`src/rtl/input_mod.sv`:
```
// ---------------------------------------------------------------------------
// input_mod
// Input-side peripheral for the single-cycle CPU. While the CPU executes an
// input instruction, this block stalls the PC until the operator sets the
// switches and presses and releases the push-button. It then presents the
// captured switch word for exactly one cycle so the CPU can write it to a
// register.
//
// Ports:
//   clock       - system clock, rising edge
//   reset       - asynchronous reset, active-high
//   button      - raw push-button, active-low (0 = pressed), asynchronous
//   switches    - raw 18-bit switch bank, asynchronous
//   in_req      - CPU is executing an input instruction
//   stall       - freeze PC and register write
//   data_valid  - data_out is valid this cycle (one cycle per transaction)
//   data_out    - captured switch word, zero- or sign-extended to 32 bits
//   press_count - number of completed input transactions, wraps at 256
// ---------------------------------------------------------------------------
module input_mod #(
    parameter int DEBOUNCE_CYCLES = 50000,
    parameter bit SIGN_EXT        = 1'b0
) (
    input  logic        clock,
    input  logic        reset,
    input  logic        button,
    input  logic [17:0] switches,
    input  logic        in_req,
    output logic        stall,
    output logic        data_valid,
    output logic [31:0] data_out,
    output logic [7:0]  press_count
);

    localparam int CNT_W = (DEBOUNCE_CYCLES > 1) ? $clog2(DEBOUNCE_CYCLES) : 1;
    localparam logic [CNT_W-1:0] CNT_MAX = CNT_W'(DEBOUNCE_CYCLES - 1);

    typedef enum logic [1:0] {
        IDLE,
        WAIT_PRESS,
        WAIT_RELEASE,
        DONE
    } state_t;

    state_t            state;
    logic              button_p0;
    logic              button_p1;
    logic [17:0]       switches_p0;
    logic [17:0]       switches_p1;
    logic              button_db;
    logic [CNT_W-1:0]  db_cnt;
    logic              db_flip;
    logic              press_evt;
    logic              release_evt;

    function automatic logic [31:0] extend(input logic [17:0] sw);
        if (SIGN_EXT)
            return {{14{sw[17]}}, sw};
        else
            return {14'b0, sw};
    endfunction

    // Stage p0/p1: two-flop synchronisers on the asynchronous pins
    always_ff @(posedge clock or posedge reset) begin
        if (reset) begin
            button_p0   <= 1'b1;
            button_p1   <= 1'b1;
            switches_p0 <= '0;
            switches_p1 <= '0;
        end else begin
            button_p0   <= button;
            button_p1   <= button_p0;
            switches_p0 <= switches;
            switches_p1 <= switches_p0;
        end
    end

    // The debounced level flips on the same edge the counter saturates, so
    // press/release events are derived combinationally from that condition
    // and are naturally one cycle wide.
    assign db_flip     = (button_p1 != button_db) && (db_cnt == CNT_MAX);
    assign press_evt   = db_flip && !button_p1;
    assign release_evt = db_flip && button_p1;

    // Debounce: count consecutive cycles of disagreement
    always_ff @(posedge clock or posedge reset) begin
        if (reset) begin
            button_db <= 1'b1;
            db_cnt    <= '0;
        end else if (button_p1 == button_db) begin
            db_cnt <= '0;
        end else if (db_flip) begin
            button_db <= button_p1;
            db_cnt    <= '0;
        end else begin
            db_cnt <= db_cnt + 1'b1;
        end
    end

    // Handshake FSM; data_valid and press_count update on entry to DONE so
    // they line up with the cycle in which state == DONE.
    always_ff @(posedge clock or posedge reset) begin
        if (reset) begin
            state       <= IDLE;
            data_valid  <= 1'b0;
            data_out    <= '0;
            press_count <= '0;
        end else begin
            data_valid <= 1'b0;
            case (state)
                IDLE: begin
                    if (in_req)
                        state <= WAIT_PRESS;
                end
                WAIT_PRESS: begin
                    if (!in_req) begin
                        state <= IDLE;
                    end else if (press_evt) begin
                        data_out <= extend(switches_p1);
                        state    <= WAIT_RELEASE;
                    end
                end
                WAIT_RELEASE: begin
                    if (!in_req) begin
                        state <= IDLE;
                    end else if (release_evt) begin
                        data_valid  <= 1'b1;
                        press_count <= press_count + 8'd1;
                        state       <= DONE;
                    end
                end
                DONE: begin
                    state <= IDLE;
                end
                default: begin
                    state <= IDLE;
                end
            endcase
        end
    end

    // Zero-latency stall on the first in_req cycle; forced low while in reset.
    assign stall = in_req && !reset && (state != DONE);

endmodule

```
`config.mk`:
```
export PLATFORM = sky130hd
export DESIGN_NAME = input_mod
export DESIGN_NICKNAME = d
export VERILOG_FILES = /design/src/rtl/input_mod.sv
export SDC_FILE = /design/constraint.sdc
export NUM_CORES = 1
export LEC_CHECK = 0
export BUFFER_PORTS_ARGS = -buffer_cell sky130_fd_sc_hd__buf_2
export CELL_PAD_IN_SITES_DETAIL_PLACEMENT = 0
export CELL_PAD_IN_SITES_GLOBAL_PLACEMENT = 2
export CORE_MARGIN = 2
export CORE_UTILIZATION = 37
export CTS_CLUSTER_DIAMETER = 120
export CTS_CLUSTER_SIZE = 16
export DETAILED_ROUTE_END_ITERATION = 6
export GPL_TIMING_DRIVEN = 0
export PLACE_DENSITY = 0.87
export SLEW_MARGIN = 0
export SYNTH_ARGS = -nofsm -noshare
export SYNTH_HDL_FRONTEND = slang
export SYNTH_SLANG_ARGS = --single-unit
```
`constraint.sdc`:
```
create_clock -name clock -period 3.26 [get_ports clock]
set_input_delay 0.326 -clock clock [delete_from_list [all_inputs] [get_ports clock]]
set_output_delay 0.326 -clock clock [all_outputs]
set_load 0.01 [all_outputs]
```
==> run_results.csv, run 1 <==
group,metric,value,unit
outcome,status,"completed",
power_and_ir_drop,power.switching,0.000407,W
global_routing,antenna_found_initial,0,
floorplanning,start_util,37.4,%
clock_network,root_buffer,"clkbuf_8",
synth,synth-edff-count,0,
detailed_routing,vias,1847,
power_and_ir_drop,sw_frac_of_total,21.3,%
hold_path,min_from,"switches[1]",
synth,synth_ff_type,"dfrtp_1",
hold_path,min_path_type,"in2reg",
worst_setup_path,worstPathArrival,1920,ps
global_routing,grt_use_total,11.6,%
worst_setup_path,r2r_end,"data_out[16]",
place,dpl-instance-area,0.00368,mm^2
sta,grt_setup_unrepaired,"no",
power_and_ir_drop,leakagePower,1.97,nW
sta,drv_slew,0,
finish,drive_above_1_share,36.9,%
sta,fmax,0.446,GHz
synth,synth_top_area_share,63.0,%
worst_setup_path,rrSetupSlack,1200,ps
sta,worst_hold_slack,79.2,ps
synth,yosys_warnings,0,
synth,avgSynthCellArea,14.0,um^2
power_and_ir_drop,ir_worst_vdd,146,uV
sta,hold_viol,0,
detailed_routing,wl_per_cell,12.5,um
power_and_ir_drop,power_density,489,mW/mm^2
clock_network,clock_sinks,84,
hold_path,hold-path-cell-count,1,
finish,final_cell_area,0.00390,mm^2
synth,seq_area_frac_synth,65.5,%
synth,synth_cell_type_count,32,
synth,synth_async_sr_flop_share,100,%
power_and_ir_drop,p_int,0.00150,W
synth,synth_common_cells,"81 x dfrtp_1, 20 x nor2_1, 17 x xnor2_1",
global_routing,grt_pass1_vias,1746,
worst_setup_path,path_class,"in2out",
clock_network,clk_pin_slew,80,ps
clock_network,cts_buffers,9,
power_and_ir_drop,power,0.00191,W
floorplanning,die-area,0.00946,mm^2
global_routing,grt_max_degree,67,
worst_setup_path,critPathRequiredTime,2930,ps
detailed_routing,ant_nets,0,
floorplanning,die_w,97.2,um
floorplanning,core-area,0.00859,mm^2
worst_setup_path,crit_path_end_kind,"primary output",
worst_setup_path,critPathMaxFanout,66,
floorplanning,io_pins,64,
place,finalWeightedCongestion,0.772,
sta,period_minus_slack,2240,ps
floorplanning,rows,34,
detailed_routing,drt-total-wl,5190,um
place,hpwlAfterDp,3640,um
clock_network,cts_tree,"yes",
power_and_ir_drop,power_frac_seq,56.6,%
worst_setup_path,reg2reg_depth,8,
floorplanning,fp.dieH,97.2,um
synth,synthTopCellsByArea,"dfrtp_1 63%, xnor2_1 4.6%, mux2_4 4.2%",
power_and_ir_drop,pwr-share-comb,3.7,%
sta,finalSetupViolCount,0,
clock_network,clock_latency,340,ps
clock_network,ctsResizeCount,0,
worst_setup_path,start_kind,"input pin",
synth,synth_most_common_cell,"dfrtp_1",
finish,n_antenna_cell,0,
place,port_buffers,49,
finish,syn2layout_area_growth,21.2,%
synth,netlist_instances,229,
clock_network,h-tree-depth,3,
synth,mappedNetlistArea,0.00322,mm^2
sta,final.setup.tns,0,ps
global_routing,grt_pass1_wl,8730,um
sta,fin_worst_skew,6.31,ps
detailed_routing,viasPerCell,4.43,
synth,yosysTopAreaCell,"dfrtp_1",
sta,min_period_over_period,68.7,%
worst_setup_path,regToRegStartpoint,"db_cnt[0]",
job,max-cap-violations,0,
global_routing,overflow,0,
power_and_ir_drop,power_frac_clock,39.7,%
detailed_routing,drtIter0Drc,76,
hold_path,hold_end,"switches_p0[1]",
detailed_routing,drc,0,
detailed_routing,firstDrtPassIters,4,
finish,fin_nets,328,
clock_network,cts.path.max_buffers,2,
synth,synth-seq-cells,84,
[state kept, by name, summed over array words and instances, names as in the netlist]
signal and count:
switches_p1 18, button_p1 1, button_p0 1, button_db 1, state 2, switches_p0 18, data_out 18, data_valid 1
press_count 8, db_cnt 16
[routing by layer]
| layer | track usage, % | routed length [um] | part of all wire, % |
|---|---|---|---|
| met5 | 0 | 0 | 0 |
| met4 | 4.49 | 56 | 1.1 |
| met3 | 3.53 | 284 | 5.5 |
| met2 | 17.7 | 2380 | 46 |
| met1 | 15.7 | 2470 | 48 |
[power groups by stage]
stage | clock network (W) | registers, W | logic (W)
after global placement | 0 | 0.00110 | 0.0000654
after floorplan | 0 | 0.00110 | 0.0000446
after global routing | 0.000824 | 0.00108 | 0.0000808
after CTS | 0.000787 | 0.00108 | 0.0000725
after detailed placement | 0 | 0.00110 | 0.0000714
final | 0.000757 | 0.00108 | 0.0000707
[through the flow]
step / worst slack, ps / utilization (%) / std cells
2_1_floorplan: 438 / - / 242
3_3_place_gp: -351 / 42.4 / 399
3_5_place_dp: 1200 / 42.8 / 400
4_1_cts: 980 / 45.4 / 417
5_1_grt: 869 / 45.4 / 417
6_report: 1020 / 45.4 / 417
[what timing repair did]
action	in CTS	in global routing
endpoints found under the hold margin	16	0
hold buffers	1	0
buffers inserted	0	0
[kinds of logic (layout without fill, tap and decap cells)]
logic type                 count (synthesis)  count (layout)  share of synthesized area (%)
AOI/OAI and AO/OA                          2               2                          0.389
xor gates and xnor gates                  22              22                           5.99
adders and majority gates                  2               2                          0.778
buffers and inverters                     24              91                           5.87
DFF                                       84              84                           65.5
muxes                                     20              20                           8.05
other                                      1              14                          0.117
and+or+nand+nor                           74              74                           13.3
[final cells by class]
type / instances / area, um^2
Sequential cell: 84 / 2110
Clock buffer: 12 / 155
Tap cell: 108 / 135
Clock inverter: 4 / 56.3
Timing Repair Buffer: 51 / 283
Inverter: 4 / 17.5
Fill cell: 790 / 4700
Multi-Input combinational cell: 134 / 971
Buffer: 20 / 174
[worst max path at each step]
stage	endpoint	cells after the start	start
after floorplan	stall	2	reset
after global placement	stall	4	reset
after detailed placement	data_out[16]	8	db_cnt[0]
after CTS	stall	6	reset
after global routing	stall	6	reset
final	stall	6	reset
[placed cells by master, fill, tap and decap left out, types with 2 or more instances in the layout]
cell type	synthesis	routed
nand2_1	7	7
xor2_1	5	5
and4bb_2	2	2
nor4_1	4	4
clkbuf_8	0	11
mux2_2	11	11
nor3_1	6	6
buf_4	14	14
nand3_1	12	12
nor2_1	20	20
dfstp_2	3	3
and3_1	5	5
buf_2	0	49
clkinv_4	0	2
clkbuf_1	1	2
inv_1	4	3
conb_1	1	14
dfrtp_1	81	81
nand4_1	9	9
xnor2_1	17	17
mux2_4	9	9
buf_6	4	4
ha_1	2	2
[critical path: stages]
cell	delay, ps
dlygate4sd3_1	530
buf_2	130
inv_4	220
buf_16	310
and3_1	220
buf_2	130
(Power assumes the default switching activity.)
==> inputs of run 2 (changes only) <==
- clock period: 3.26 -> 2.3 ns (I/O delays scaled with it)
==> run 2 against run 1 <==
Effect of this change: critical endpoint unchanged; cell count is 4.8% higher; sequential share of layout area is 2.1 points lower; wire length is 9.8% higher; count of clock-buffer cells in the layout is 2 lower; combinational power is 81% higher; clock power is 20% higher; first-iteration DRC count is 45% lower; hold slack better by 90 ps; sequential power is 42% higher; worst setup slack worse by 810 ps; non-clock buffer count is 20 higher; clock skew is 4.6 ps higher.
==> run_results.csv, run 2 (synthesized netlist as in run 1, its figures left out) <==
group,metric,value,unit
outcome,status,"completed",
power_and_ir_drop,leakagePower,2.03,nW
detailed_routing,ant_nets,0,
finish,reg_top3,"data_out: 18 flops, switches_p0: 18 flops, switches_p1: 18 flops",
sta,min_period_over_period,91.0,%
finish,nFillCells,766,
clock_network,ctsHoldBuffers,20,
finish,final_cell_mix,"81 x dfrtp_1, 49 x buf_2, 20 x nor2_1, 20 x dlygate4sd3_1, 17 x xnor2_1",
power_and_ir_drop,power_density,632,mW/mm^2
clock_network,h-tree-depth,3,
worst_setup_path,rrSetupSlack,250,ps
detailed_routing,wl_per_cell,13.0,um
worst_setup_path,regToRegStartpoint,"db_cnt[0]",
finish,fin_nets,348,
clock_network,cts.path.max_buffers,2,
place,hpwlAfterDp,3900,um
sta,fmax,0.478,GHz
finish,syn2layout_area_growth,26.1,%
worst_setup_path,path_class,"in2out",
sta,fin_worst_skew,10.9,ps
hold_path,min_path_type,"in2reg",
floorplanning,start_util,37.4,%
detailed_routing,drc,0,
worst_setup_path,critPathRequiredTime,2070,ps
finish,n_antenna_cell,0,
worst_setup_path,endpoint,"stall",
sta,period_minus_slack,2090,ps
place,dpl_worst_slack,252,ps
worst_setup_path,worstSetupPathDepth,6,
place,finalWeightedCongestion,0.779,
sta,worst_hold_slack,169,ps
floorplanning,io_pins,64,
place,dpl-instance-area,0.00369,mm^2
sta,grt_setup_unrepaired,"no",
worst_setup_path,start_kind,"input pin",
sta,finalSetupViolCount,0,
floorplanning,die_w,97.2,um
worst_setup_path,crit_top_cell,"buf_2",
worst_setup_path,cp.buffers_inverters,5,
clock_network,cts_setup_buffers,0,
sta,fin_ws,208,ps
clock_network,ctsResizeCount,0,
worst_setup_path,crit_chain,"dlygate4sd3_1 > buf_2 > clkinvlp_4 > buf_12 > and3_1 > buf_2",
detailed_routing,viasPerCell,4.42,
worst_setup_path,worst_path_largest_cell_delay,530,ps
floorplanning,die-area,0.00946,mm^2
finish,final_common_cell,"dfrtp_1",
clock_network,clk_pin_slew,80,ps
worst_setup_path,worstPathArrival,1860,ps
sta,drv_slew,0,
global_routing,grt_max_degree,42,
place,port_buffers,49,
clock_network,clock_sinks,84,
worst_setup_path,crit_start,"reset",
global_routing,antenna_found_initial,0,
detailed_routing,vias,1932,
global_routing,grt_pass1_wl,9500,um
global_routing,overflow,0,
finish,final_cell_area,0.00406,mm^2
sta,hold_viol,0,
power_and_ir_drop,ir_worst_vdd,216,uV
detailed_routing,drt-total-wl,5700,um
floorplanning,rows,34,
clock_network,root_buffer,"clkbuf_8",
detailed_routing,firstDrtPassIters,4,
worst_setup_path,r2r_end,"data_out[13]",
detailed_routing,drtIter0Drc,42,
worst_setup_path,reg2reg_depth,8,
worst_setup_path,crit_path_end_kind,"primary output",
job,max-cap-violations,0,
clock_network,cts_tree,"yes",
clock_network,clock_latency,350,ps
finish,drive_above_1_share,35.0,%
floorplanning,core-area,0.00859,mm^2
worst_setup_path,critPathMaxFanout,29,
floorplanning,fp.dieH,97.2,um
worst_setup_path,slowest_stage,"dlygate4sd3_1",
global_routing,grt_use_total,12.7,%
worst_setup_path,critPathTopFamily,"buffers and inverters",
global_routing,grt_pass1_vias,1887,
clock_network,cts_buffers,9,
run 2: cell count changes in the layout (fill, tap and decap cells not counted):
cell / delta
buf_12: +2
buf_16: -1
bufinv_16: -1
clkbuf_8: -2
clkinv_2: +3
clkinv_4: -1
clkinvlp_4: +2
dlygate4sd3_1: +19
inv_4: -1
run 2: how the worst min path moves through the flow:
stage | startpoint | end | depth (start not counted) | slack [ps]
after detailed placement | reset | db_cnt[13] | 2 | 250
final | in_req | state[0] | 3 | 170
after global placement | switches_p0[4] | switches_p1[4] | 0 | 330
after floorplan | button | button_p0 | 0 | 230
after CTS | in_req | state[0] | 3 | 160
after global routing | in_req | state[1] | 3 | 180
run 2: cell type report:
class	count	area, um^2	share of cell area [%]
Buffer	20	174	4.29
Clock buffer	10	128	3.15
Clock inverter	6	40.0	0.987
Inverter	4	18.8	0.463
Multi-Input combinational cell	134	971	23.9
Sequential cell	84	2110	51.9
Tap cell	108	135	3.33
Timing Repair Buffer	71	485	12.0
run 2: per-layer routing:
metal,vias up,GRT usage (%),routed length (um)
met1,930,16.9,2660
li1,943,-,-
met2,50,19.9,2720
met4,0,5.13,97
met3,9,3.60,218
met5,-,0,0
run 2: worst min-delay path, cell delays in order:
cell and delay [ps]:
buf_2 120, o211ai_1 80, a21oi_1 40
run 2: power by group:
part / internal, W / leakage [nW] / total, W / switching, W
clock: 0.000392 / 0.0864 / 0.000906 / 0.000514
sequential: 0.00152 / 1.07 / 0.00153 / 0.0000160
combinational: 0.0000657 / 0.872 / 0.000128 / 0.0000625
total: 0.00197 / 2.03 / 0.00257 / 0.000592
run 2: through the flow:
stage | cells | TNS [ps] | power, W | utilization [%]
final | 437 | 0 | 0.00257 | 47.2
after detailed placement | 401 | 0 | 0.00167 | 42.9
after global placement | 399 | -568 | 0.00165 | 42.5
after CTS | 437 | 0 | 0.00260 | 47.2
after floorplan | 242 | 0 | 0.00162 | -
after global routing | 437 | 0 | 0.00268 | 47.2
==> inputs of run 3 (changes only) <==
- ABC_AREA: not set -> 1
- CORE_UTILIZATION: 37 -> 34
==> run 3 against run 2 <==
Effect of this change: critical path depth up 3; register-to-register slack improved by 280 ps; utilization shrank 4.0 points; total power increased by 2.6%; highest routed layer unchanged; area after synthesis grew 8.6%; non-clock buffer count shrank 1; fmax rose by 19%.
==> run_results.csv, run 3 <==
group,metric,value,unit
outcome,status,"completed",
finish,fin_nets,466,
finish,reg_top3,"data_out: 18 flops, switches_p0: 18 flops, switches_p1: 18 flops",
worst_setup_path,slowest_stage,"dfrtp_1",
clock_network,cts.path.max_buffers,2,
worst_setup_path,critPathMaxFanout,10,
place,port_buffers,49,
clock_network,root_buffer,"clkbuf_8",
detailed_routing,vias,2409,
floorplanning,core-area,0.0101,mm^2
global_routing,overflow,0,
sta,final.setup.tns,0,ps
detailed_routing,firstDrtPassIters,4,
clock_network,h-tree-depth,3,
synth,synth_top_area_share,58.0,%
floorplanning,io_pins,64,
place,dp_cells,547,
global_routing,antenna_found_initial,0,
clock_network,cts_buffers,9,
power_and_ir_drop,p_int,0.00204,W
synth,synth_cell_type_count,31,
clock_network,ctsResizeCount,0,
floorplanning,start_util,34.5,%
synth,seq_area_frac_synth,60.3,%
synth,avgSynthCellArea,10.1,um^2
detailed_routing,drt-total-wl,6260,um
power_and_ir_drop,power_frac_clock,35.9,%
worst_setup_path,path_class,"reg2reg",
worst_setup_path,crit_chain,"ha_1 > nand3_2 > inv_2 > nand3_4 > nor2_8 > nand3_4 > buf_6 > nand2_2 > o21ai_2",
sta,fmax,0.567,GHz
sta,hold_viol,0,
detailed_routing,viasPerCell,4.14,
power_and_ir_drop,leakagePower,2.31,nW
hold_path,min_path_type,"in2reg",
clock_network,cts_setup_buffers,0,
sta,fin_worst_skew,9.75,ps
synth,netlist_instances,347,
clock_network,cts_tree,"yes",
synth,mappedNetlistArea,0.00349,mm^2
worst_setup_path,start_kind,"flop",
worst_setup_path,critPathTopFamily,"simple AND/OR/NAND/NOR gates",
synth,yosys_warnings,0,
job,max-cap-violations,0,
power_and_ir_drop,ir_worst_vdd,215,uV
finish,n_antenna_cell,0,
power_and_ir_drop,sw_frac_of_total,22.6,%
global_routing,grt_max_degree,45,
synth,synth_ff_type,"dfrtp_1",
synth,synth-seq-cells,84,
detailed_routing,drtIter0Drc,129,
detailed_routing,drc,0,
sta,period_minus_slack,1770,ps
synth,synth_most_common_cell,"dfrtp_1",
worst_setup_path,cp.buffers_inverters,2,
global_routing,grt_pass1_vias,2328,
clock_network,clk_pin_slew,80,ps
worst_setup_path,worstPathArrival,2010,ps
place,finalWeightedCongestion,0.730,
finish,final_common_cell,"dfrtp_1",
worst_setup_path,crit_path_end_kind,"flop",
sta,finalSetupViolCount,0,
floorplanning,die_w,105,um
power_and_ir_drop,power_density,601,mW/mm^2
synth,yosysTopAreaCell,"dfrtp_1",
clock_network,clock_sinks,84,
synth,synthTopCellsByArea,"dfrtp_1 58%, nand2_1 6.9%, inv_1 5.5%",
worst_setup_path,worst_path_largest_cell_delay,370,ps
floorplanning,die-area,0.0111,mm^2
worst_setup_path,crit_top_cell,"nand3_4",
finish,final_cell_mix,"81 x dfrtp_1, 64 x nand2_1, 50 x inv_1, 50 x buf_2, 28 x nor2_1",
worst_setup_path,critPathRequiredTime,2540,ps
synth,synth_async_sr_flop_share,100,%
sta,drv_slew,0,
synth,synth-edff-count,0,
power_and_ir_drop,power_frac_seq,58.1,%
sta,min_period_over_period,76.7,%
global_routing,grt_pass1_wl,11000,um
clock_network,clock_latency,350,ps
detailed_routing,ant_nets,0,
floorplanning,rows,37,
finish,drive_above_1_share,30.3,%
finish,nFillCells,951,
floorplanning,fp.dieH,105,um
finish,final_cells,582,
synth,synth_common_cells,"81 x dfrtp_1, 64 x nand2_1, 51 x inv_1",
detailed_routing,wl_per_cell,10.8,um
place,hpwlAfterDp,4500,um
sta,grt_setup_unrepaired,"no",
power_and_ir_drop,pwr-share-comb,5.9,%
global_routing,grt_use_total,12.7,%
power_and_ir_drop,power.switching,0.000596,W
finish,syn2layout_area_growth,25.3,%
-- run 3: cell types whose count changed in the layout (fill, tap and decap cells not counted), moves of 9 or more --
cell / delta
nand2_2: +15
mux2_2: -11
xnor2_1: -13
nand2_1: +57
mux2_4: -9
inv_1: +47
o21ai_2: +18
-- run 3: cell type report --
| type | count | area (um^2) | share of cell area [%] |
|---|---|---|---|
| Sequential cell | 84 | 2110 | 48.1 |
| Multi-Input combinational cell | 199 | 1060 | 24.3 |
| Timing Repair Buffer | 71 | 485 | 11.1 |
| Inverter | 58 | 224 | 5.11 |
| Tap cell | 136 | 170 | 3.89 |
| Clock buffer | 12 | 155 | 3.54 |
| Buffer | 19 | 155 | 3.54 |
| Clock inverter | 3 | 21.3 | 0.486 |
-- run 3: kinds of logic after synthesis --
logic type | count (synthesis) | synth area share [%]
simple gates | 144 | 19.9
flops | 84 | 60.3
buf+inv | 77 | 10.7
compound gates | 34 | 6.98
xor+xnor | 5 | 1.25
fa+ha+maj | 2 | 0.716
other cells | 1 | 0.107
-- run 3: worst paths after layout --
path | slack [ps] | cells past startpoint | end | start
max in group asynchronous | 1430 | 4 | button_db | reset
max reg2reg | 530 | 9 | data_out[1] | db_cnt[1]
min reg2reg | 350 | 0 | switches_p1[5] | switches_p0[5]
min | 200 | 3 | press_count[6] | in_req
max | 530 | 9 | data_out[1] | db_cnt[1]
min in group asynchronous | 370 | 3 | switches_p0[15] | reset
-- run 3: per-layer routing --
layer | global-route usage [%] | up-vias | part of all wire, %
li1 | - | 1234 | -
met1 | 16.9 | 1118 | 48
met2 | 19.1 | 42 | 45
met3 | 2.91 | 15 | 3.9
met4 | 6.67 | 0 | 2.4
met5 | 0 | - | 0
-- run 3: worst register-to-register path, stage by stage, from the launching register on --
cell	delay [ps]
dfrtp_1	370
ha_1	200
nand3_2	120
inv_2	140
nand3_4	110
nor2_8	190
nand3_4	200
buf_6	220
nand2_2	70
o21ai_2	40
-- run 3: what timing repair did --
item | in CTS | in global routing
setup endpoints to repair | 0 | 0
hold buffers | 20 | 0
hold endpoints to repair | 23 | 0
-- run 3: stage by stage --
| stage | setup slack, ps | hold slack, ps | power, W | utilization, % | cell area (um^2) |
|---|---|---|---|---|---|
| 2_1_floorplan | 738 | 234 | 0.00164 | - | 3550 |
| 3_3_place_gp | 516 | 332 | 0.00168 | 39.1 | 3960 |
| 3_5_place_dp | 522 | 174 | 0.00169 | 39.5 | 4000 |
| 4_1_cts | 506 | 172 | 0.00268 | 43.2 | 4380 |
| 5_1_grt | 373 | 182 | 0.00277 | 43.2 | 4380 |
| 6_report | 535 | 195 | 0.00263 | 43.2 | 4380 |
-- run 3: power groups by stage --
stage          clock network, W  registers [W]  logic (W)
2_1_floorplan                 0        0.00156  0.0000873
3_3_place_gp                  0        0.00156   0.000122
3_5_place_dp                  0        0.00156   0.000132
4_1_cts                0.000990        0.00153   0.000159
5_1_grt                 0.00106        0.00154   0.000177
6_report               0.000946        0.00153   0.000157
